[config.mk]
export PLATFORM = sky130hd
export DESIGN_NAME = jump_ctrl_flat
export DESIGN_NICKNAME = d
export VERILOG_FILES = /design/src/rtl/jump_pkg.sv /design/src/rtl/jump_ctrl_if.sv /design/src/rtl/jump_cond.sv /design/src/rtl/jump_ctrl.sv /design/src/flat_wrapper.sv
export SDC_FILE = /design/constraint.sdc
export NUM_CORES = 1
export LEC_CHECK = 0
export ABC_AREA = 1
export BUFFER_PORTS_ARGS = -buffer_cell sky130_fd_sc_hd__buf_2
export CAP_MARGIN = 0
export CELL_PAD_IN_SITES_DETAIL_PLACEMENT = 1
export CELL_PAD_IN_SITES_GLOBAL_PLACEMENT = 1
export CORE_MARGIN = 2
export CORE_UTILIZATION = 39
export CTS_BUF_LIST = sky130_fd_sc_hd__clkbuf_2
export CTS_CLUSTER_SIZE = 12
export DETAILED_ROUTE_END_ITERATION = 10
export PLACE_DENSITY_LB_ADDON = 0.1
export SYNTH_ARGS = -nofsm -noshare
export SYNTH_HDL_FRONTEND = slang
export SYNTH_SLANG_ARGS = --single-unit
[constraint.sdc]
create_clock -name clk -period 2.2 [get_ports clk]
set_input_delay 0.22 -clock clk [delete_from_list [all_inputs] [get_ports clk]]
set_output_delay 0.22 -clock clk [all_outputs]
set_load 0.05 [all_outputs]
[src/rtl/jump_pkg.sv]
// Shared encodings for the jump controller: branch condition codes and FSM states.
package jump_pkg;

   typedef enum logic [3:0] {
      COND_ALWAYS = 4'd0,
      COND_Z      = 4'd1,
      COND_NZ     = 4'd2,
      COND_LT     = 4'd3,
      COND_LE     = 4'd4,
      COND_GT     = 4'd5,
      COND_GE     = 4'd6,
      COND_C      = 4'd7,
      COND_NC     = 4'd8,
      COND_BE     = 4'd9,
      COND_A      = 4'd10,
      COND_O      = 4'd11,
      COND_NO     = 4'd12,
      COND_S      = 4'd13,
      COND_NS     = 4'd14,
      COND_NEVER  = 4'd15
   } cond_e;

   typedef enum logic [2:0] {
      IDLE   = 3'd0,
      SKIP   = 3'd1,
      FETCH0 = 3'd2,
      FETCH1 = 3'd3,
      LOAD   = 3'd4
   } state_e;

endpackage

[src/rtl/jump_ctrl_if.sv]
// Decoder, flag-register, memory and PC signals of the jump controller.
// The controller itself uses the slave modport; its environment uses master.
interface jump_ctrl_if #(parameter int ADDR_W = 16);
   logic              start;
   logic [3:0]        cond;
   logic              zflag;
   logic              oflag;
   logic              cflag;
   logic              sflag;
   logic [ADDR_W-1:0] pc_in;
   logic              mem_req;
   logic [ADDR_W-1:0] mem_addr;
   logic [7:0]        mem_rdata;
   logic              mem_valid;
   logic              pc_load;
   logic [ADDR_W-1:0] pc_next;
   logic              taken;
   logic              busy;

   modport master (
      output start, cond, zflag, oflag, cflag, sflag, pc_in, mem_rdata, mem_valid,
      input  mem_req, mem_addr, pc_load, pc_next, taken, busy
   );

   modport slave (
      input  start, cond, zflag, oflag, cflag, sflag, pc_in, mem_rdata, mem_valid,
      output mem_req, mem_addr, pc_load, pc_next, taken, busy
   );
endinterface

[src/rtl/jump_cond.sv]
// Combinational branch-condition evaluator: condition code plus Z/O/C/S flags to taken.
// Shared with the conditional-move path, so it carries no state.
module jump_cond
   import jump_pkg::*;
(
   input  logic [3:0] i_cond,
   input  logic       i_zflag,
   input  logic       i_oflag,
   input  logic       i_cflag,
   input  logic       i_sflag,
   output logic       o_taken
);

   logic w_lt;

   always_comb begin
      w_lt    = i_sflag ^ i_oflag;
      o_taken = 1'b0;
      case (cond_e'(i_cond))
         COND_ALWAYS: o_taken = 1'b1;
         COND_Z:      o_taken = i_zflag;
         COND_NZ:     o_taken = ~i_zflag;
         COND_LT:     o_taken = w_lt;
         COND_LE:     o_taken = i_zflag | w_lt;
         COND_GT:     o_taken = ~i_zflag & ~w_lt;
         COND_GE:     o_taken = ~w_lt;
         COND_C:      o_taken = i_cflag;
         COND_NC:     o_taken = ~i_cflag;
         COND_BE:     o_taken = i_cflag | i_zflag;
         COND_A:      o_taken = ~i_cflag & ~i_zflag;
         COND_O:      o_taken = i_oflag;
         COND_NO:     o_taken = ~i_oflag;
         COND_S:      o_taken = i_sflag;
         COND_NS:     o_taken = ~i_sflag;
         COND_NEVER:  o_taken = 1'b0;
         default:     o_taken = 1'b0;
      endcase
   end

endmodule

[src/rtl/jump_ctrl.sv]
// Conditional jump sequencer: evaluates the condition at start, then either skips the operand
// or fetches a 2-byte absolute target over req/valid and loads the PC.
module jump_ctrl
   import jump_pkg::*;
#(
   parameter int ADDR_W   = 16,
   parameter bit HI_FIRST = 1'b1
)(
   input  logic        clk,
   input  logic        rst_n,
   jump_ctrl_if.slave  bus
);

   state_e            r_state;
   logic [ADDR_W-1:0] r_pc;
   logic [7:0]        r_byte0;
   logic              w_taken;
   logic [ADDR_W-1:0] w_target;

   // Flags and cond are evaluated straight off the inputs; the result is latched on start,
   // which is equivalent to latching the operands and evaluating later.
   jump_cond u_cond (
      .i_cond  (bus.cond),
      .i_zflag (bus.zflag),
      .i_oflag (bus.oflag),
      .i_cflag (bus.cflag),
      .i_sflag (bus.sflag),
      .o_taken (w_taken)
   );

   // The second byte is used straight from the bus so LOAD follows FETCH1 with no extra cycle.
   always_comb begin
      w_target = HI_FIRST ? ADDR_W'({r_byte0, bus.mem_rdata})
                          : ADDR_W'({bus.mem_rdata, r_byte0});
   end

   always_ff @(posedge clk) begin
      if (!rst_n) begin
         r_state      <= IDLE;
         r_pc         <= '0;
         r_byte0      <= '0;
         bus.mem_req  <= 1'b0;
         bus.mem_addr <= '0;
         bus.pc_load  <= 1'b0;
         bus.pc_next  <= '0;
         bus.taken    <= 1'b0;
         bus.busy     <= 1'b0;
      end else begin
         bus.pc_load <= 1'b0;
         case (r_state)
            IDLE: begin
               if (bus.start) begin
                  r_pc      <= bus.pc_in;
                  bus.taken <= w_taken;
                  bus.busy  <= 1'b1;
                  if (w_taken) begin
                     r_state      <= FETCH0;
                     bus.mem_req  <= 1'b1;
                     bus.mem_addr <= bus.pc_in;
                  end else begin
                     r_state     <= SKIP;
                     bus.pc_load <= 1'b1;
                     bus.pc_next <= bus.pc_in + ADDR_W'(2);
                  end
               end
            end
            SKIP: begin
               r_state  <= IDLE;
               bus.busy <= 1'b0;
            end
            FETCH0: begin
               if (bus.mem_valid) begin
                  r_byte0      <= bus.mem_rdata;
                  bus.mem_addr <= r_pc + ADDR_W'(1);
                  r_state      <= FETCH1;
               end
            end
            FETCH1: begin
               if (bus.mem_valid) begin
                  bus.mem_req <= 1'b0;
                  bus.pc_load <= 1'b1;
                  bus.pc_next <= w_target;
                  r_state     <= LOAD;
               end
            end
            LOAD: begin
               r_state  <= IDLE;
               bus.busy <= 1'b0;
            end
            default: begin
               r_state     <= IDLE;
               bus.mem_req <= 1'b0;
               bus.busy    <= 1'b0;
            end
         endcase
      end
   end

endmodule

[src/flat_wrapper.sv]
// flat-port wrapper written by rule: the top's interface ports become plain ports
module jump_ctrl_flat import jump_pkg::*;
#(
   parameter int ADDR_W   = 16,
   parameter bit HI_FIRST = 1'b1
)
  (clk, rst_n, bus_start, bus_cond, bus_zflag, bus_oflag, bus_cflag, bus_sflag, bus_pc_in, bus_mem_rdata, bus_mem_valid, bus_mem_req, bus_mem_addr, bus_pc_load, bus_pc_next, bus_taken, bus_busy);
  jump_ctrl_if #(.ADDR_W(ADDR_W)) bus_i ();
  input  logic clk;
  input  logic rst_n;
  input wire logic [$bits(bus_i.start)-1:0] bus_start;
  input wire logic [$bits(bus_i.cond)-1:0] bus_cond;
  input wire logic [$bits(bus_i.zflag)-1:0] bus_zflag;
  input wire logic [$bits(bus_i.oflag)-1:0] bus_oflag;
  input wire logic [$bits(bus_i.cflag)-1:0] bus_cflag;
  input wire logic [$bits(bus_i.sflag)-1:0] bus_sflag;
  input wire logic [$bits(bus_i.pc_in)-1:0] bus_pc_in;
  input wire logic [$bits(bus_i.mem_rdata)-1:0] bus_mem_rdata;
  input wire logic [$bits(bus_i.mem_valid)-1:0] bus_mem_valid;
  output wire logic [$bits(bus_i.mem_req)-1:0] bus_mem_req;
  output wire logic [$bits(bus_i.mem_addr)-1:0] bus_mem_addr;
  output wire logic [$bits(bus_i.pc_load)-1:0] bus_pc_load;
  output wire logic [$bits(bus_i.pc_next)-1:0] bus_pc_next;
  output wire logic [$bits(bus_i.taken)-1:0] bus_taken;
  output wire logic [$bits(bus_i.busy)-1:0] bus_busy;
  assign bus_i.start = bus_start;
  assign bus_i.cond = bus_cond;
  assign bus_i.zflag = bus_zflag;
  assign bus_i.oflag = bus_oflag;
  assign bus_i.cflag = bus_cflag;
  assign bus_i.sflag = bus_sflag;
  assign bus_i.pc_in = bus_pc_in;
  assign bus_i.mem_rdata = bus_mem_rdata;
  assign bus_i.mem_valid = bus_mem_valid;
  assign bus_mem_req = bus_i.mem_req;
  assign bus_mem_addr = bus_i.mem_addr;
  assign bus_pc_load = bus_i.pc_load;
  assign bus_pc_next = bus_i.pc_next;
  assign bus_taken = bus_i.taken;
  assign bus_busy = bus_i.busy;
  jump_ctrl #(.ADDR_W(ADDR_W), .HI_FIRST(HI_FIRST)) u_core (.clk(clk), .rst_n(rst_n), .bus(bus_i));
endmodule
==> qor.txt <==
======================================================================================================
Hold EP                                                                                   u_core.r_pc[11]
Synthesized instance count                                                                         593
Count of input and output buffers                                                                   71
Post-layout net count                                                                              714
VDD IR-drop max                                                                                 543 uV
Share of synthesized area occupied by flip-flops and latches                                     35.0%
Clock transition at the register clock pins on the worst setup and hold paths after CTS        0.19 ns
Global placer's final weighted congestion                                                        0.850
Post-Route Skew                                                                              0.0282 ns
Num CTS Buffers                                                                                      9
Area share of the leading cell type in the synthesized netlist                                   35.0%
Synth Cell Area                                                                             3600 sq um
Effective utilization at floorplan                                                               39.5%
Die boundary width                                                                              100 um
WL final                                                                                       11.7 mm
Power density of the placed cells                                                         1020 nW/um^2
Number of nets in the synthesized netlist                                                          631
Cell area after layout                                                                      4320 sq um
FF+latch count, synth                                                                               63
Final count of pins violating max slew                                                               0
Number of global-route vias before repair                                                         4269
Post-detailed-route count of antenna-violating nets                                                  0
R2r startpoint                                                                            u_core.r_state[0]
Number of antenna violations at the first check in global routing                                    0
Setup repair after global routing missed its margin                                              false
Number of top-level pins                                                                            72
Area of the die                                                                            10000 sq um
Final setup margin                                                                            0.182 ns
Combined global-route utilization of all metal layers                                            25.3%
Cell chosen for the clock root                                                            sky130_fd_sc_hd__clkbuf_2
Post-Syn Area per Cell                                                                      6.07 sq um
Max-slew headroom                                                                                62.5%
YS warnings                                                                                          0
Slack of the worst reg-to-reg path                                                             0.18 ns
Count of flip-flops with a built-in enable after synthesis                                           0
Wire length of the first global-routing pass                                                   20.1 mm
Total DRC errors in the routed layout                                                                0
1st-pass router iterations                                                                           4
Maximum number of pins on one net before global-route repair                                        55
Post-DP Area                                                                                4050 sq um
Post-layout min period                                                                         2.02 ns
Count of final hold-check violations                                                                 0
Layout overhead on the synthesized area                                                          19.9%
Crit start category                                                                          flip-flop
Transition time at the pin with the least slew margin                                         0.559 ns
Hold Path Cell Cnt                                                                                   3
Height of the chip                                                                              100 um
Half-perimeter wire length after detailed placement                                            8.54 mm
Row count                                                                                           35
Worst Setup Path Type                                                                     flip-flop to flip-flop
Placement Setup Slack                                                                        -0.236 ns
Diode count                                                                                          0
Fraction of layout instances using a drive strength above 1                                      16.7%
Worst reg2reg path endpoint                                                               u_core.bus.mem_req
Status                                                                                    finished, final reports clean
Max-cap violations                                                                                   0
FFs w/ async S/R, synth                                                                             0%
Per-cell routed wire length                                                                    14.8 um
Insertion delay of the later-clocked pin in the worst-skew pair                                0.53 ns
Leakage power total                                                                            2.11 nW
Main flop type after synthesis                                                            sky130_fd_sc_hd__dfxtp_1
Final period utilization                                                                         91.7%
Cell with the most instances after synthesis                                              sky130_fd_sc_hd__nand2_1
Core area                                                                                   9110 sq um
TritonCTS sink count                                                                                63
Path type of the worst min-delay path                                                     input pin to flip-flop
Start point of the worst hold path                                                        bus_pc_in[11]
Final core utilization                                                                           47.4%
Via density per instance                                                                          5.10
GRT Residual Overflow                                                                                0
Max Root-Sink Buffers                                                                                2
Synth cell count leaders                                                                  159 x sky130_fd_sc_hd__nand2_1, 108 x sky130_fd_sc_hd__nor2_1, 63 x sky130_fd_sc_hd__dfxtp_1
H-tree Lvls                                                                                          3
Leading cell types by total area after synthesis                                          sky130_fd_sc_hd__dfxtp_1 35%, sky130_fd_sc_hd__nand2_1 17%, sky130_fd_sc_hd__nor2_1 11%
Required time at the worst-slack endpoint                                                      2.63 ns
DR iter-0 viols                                                                                    162
Number of vias after detailed routing                                                             4041
Distinct cell type count after synthesis                                                            32
Fmax                                                                                         0.495 GHz
Worst path arrival time                                                                        2.45 ns
TritonCTS clock tree                                                                               yes
Cell taking the most area after synthesis                                                 sky130_fd_sc_hd__dfxtp_1
Highest net fanout along the worst path                                                              6
Category of the worst setup path capture point                                               flip-flop
Setup Viol. Count Final                                                                              0
Reg2Reg Depth                                                                                        9
======================================================================================================
## how the worst max path moves through the flow
stage,slack [ns],start,endpoint
final,0.18,u_core.r_state[0],u_core.bus.mem_req
after global placement,-0.07,u_core.r_state[2],u_core.bus.pc_next[1]
after global routing,0.03,bus_pc_in[1],u_core.bus.pc_next[11]
after detailed placement,-0.24,u_core.r_state[0],u_core.bus.pc_next[2]
after floorplan,0.63,u_core.r_pc[0],u_core.bus.mem_addr[12]
after CTS,0.15,u_core.r_state[0],u_core.bus.pc_next[14]
## registers in the layout (all words and copies together), names as in the netlist
register	cells
u_core.bus.mem_addr	16
u_core.bus.pc_next	16
u_core.r_pc	16
u_core.r_byte0	8
u_core.r_state	3
u_core.bus.busy	1
u_core.bus.mem_req	1
u_core.bus.pc_load	1
u_core.bus.taken	1
## cell type report
cell class	instances	area [sq um]
clock inverters	6	61.3
multi-input cells	445	2010
flip-flops and latches	63	1260
inverters	64	240
repair buffers	93	553
well taps	111	139
clock buffers	10	50.0
fillers	1310	4790
## worst max-delay path, stage by stage (launching register included)
cell	delay, ns
sky130_fd_sc_hd__dfxtp_1	0.38
sky130_fd_sc_hd__nor2_1	0.15
sky130_fd_sc_hd__nand2_1	0.25
sky130_fd_sc_hd__nor2_1	0.26
sky130_fd_sc_hd__inv_2	0.07
sky130_fd_sc_hd__o21ai_1	0.31
sky130_fd_sc_hd__buf_4	0.23
sky130_fd_sc_hd__nor2_1	0.04
sky130_fd_sc_hd__a21oi_1	0.17
sky130_fd_sc_hd__nor3_1	0.06
## report_power, final
part           leakage, nW  switching [mW]  internal [mW]
clock network       0.0717           0.470          0.263
logic                 1.52            1.56          0.544
registers            0.519           0.149           1.40
total                 2.11            2.17           2.21
## metrics by stage
step / setup TNS (ns) / std cells / power, mW / hold WS, ns
2_1_floorplan: 0 / 593 / 3.12 / 0.343
3_3_place_gp: -0.335 / 761 / 3.55 / 0.450
3_5_place_dp: -1.21 / 761 / 3.62 / 0.468
4_1_cts: 0 / 792 / 4.41 / 0.00395
5_1_grt: 0 / 792 / 4.69 / 0.0122
6_report: 0 / 792 / 4.38 / 0.0215
## metal layers
metal / share of wire [%] / GRT usage [%] / vias up
met4: 2.4 / 9.59 / 0
met3: 4.3 / 4.18 / 21
met5: 0 / 0 / -
li1: - / - / 2046
met1: 44 / 30.8 / 1896
met2: 49 / 44.8 / 78
## cells by family after synthesis
logic type	after synthesis	share of synthesized area (%)
DFF	63	35.0
muxes	2	0.556
AOI/OAI and AO/OA	104	15.0
buffers and inverters	86	9.63
adders and majority gates	2	0.695
xor gates and xnor gates	6	1.46
and+or+nand+nor	330	37.6
## cell usage in the layout (no fill, tap or decap), types with 2 or more instances in the layout
cell type / instances
sky130_fd_sc_hd__a21oi_1: 47
sky130_fd_sc_hd__buf_2: 71
sky130_fd_sc_hd__buf_4: 9
sky130_fd_sc_hd__clkbuf_2: 10
sky130_fd_sc_hd__clkinv_1: 2
sky130_fd_sc_hd__clkinv_2: 3
sky130_fd_sc_hd__dfxtp_1: 63
sky130_fd_sc_hd__dlygate4sd3_1: 13
sky130_fd_sc_hd__ha_1: 2
sky130_fd_sc_hd__inv_1: 58
sky130_fd_sc_hd__inv_2: 4
sky130_fd_sc_hd__mux2i_1: 2
sky130_fd_sc_hd__nand2_1: 158
sky130_fd_sc_hd__nand2_2: 4
sky130_fd_sc_hd__nand2_4: 2
sky130_fd_sc_hd__nand3_1: 39
sky130_fd_sc_hd__nand4_1: 6
sky130_fd_sc_hd__nor2_1: 108
sky130_fd_sc_hd__nor2_2: 3
sky130_fd_sc_hd__nor3_1: 7
sky130_fd_sc_hd__o21ai_0: 47
sky130_fd_sc_hd__o21bai_1: 2
sky130_fd_sc_hd__o22ai_1: 3
sky130_fd_sc_hd__or2_2: 2
sky130_fd_sc_hd__xor2_1: 5
## repair_timing
action / 4_1_cts / 5_1_grt
setup endpoints to repair: 6 / 5
buffers inserted: 1 / 0
endpoints found under the hold margin: 13 / 0
resized for setup: 1 / 1
hold buffers: 13 / 0
cloned: 1 / 0
Note: power is estimated with default switching activity, not from simulation.
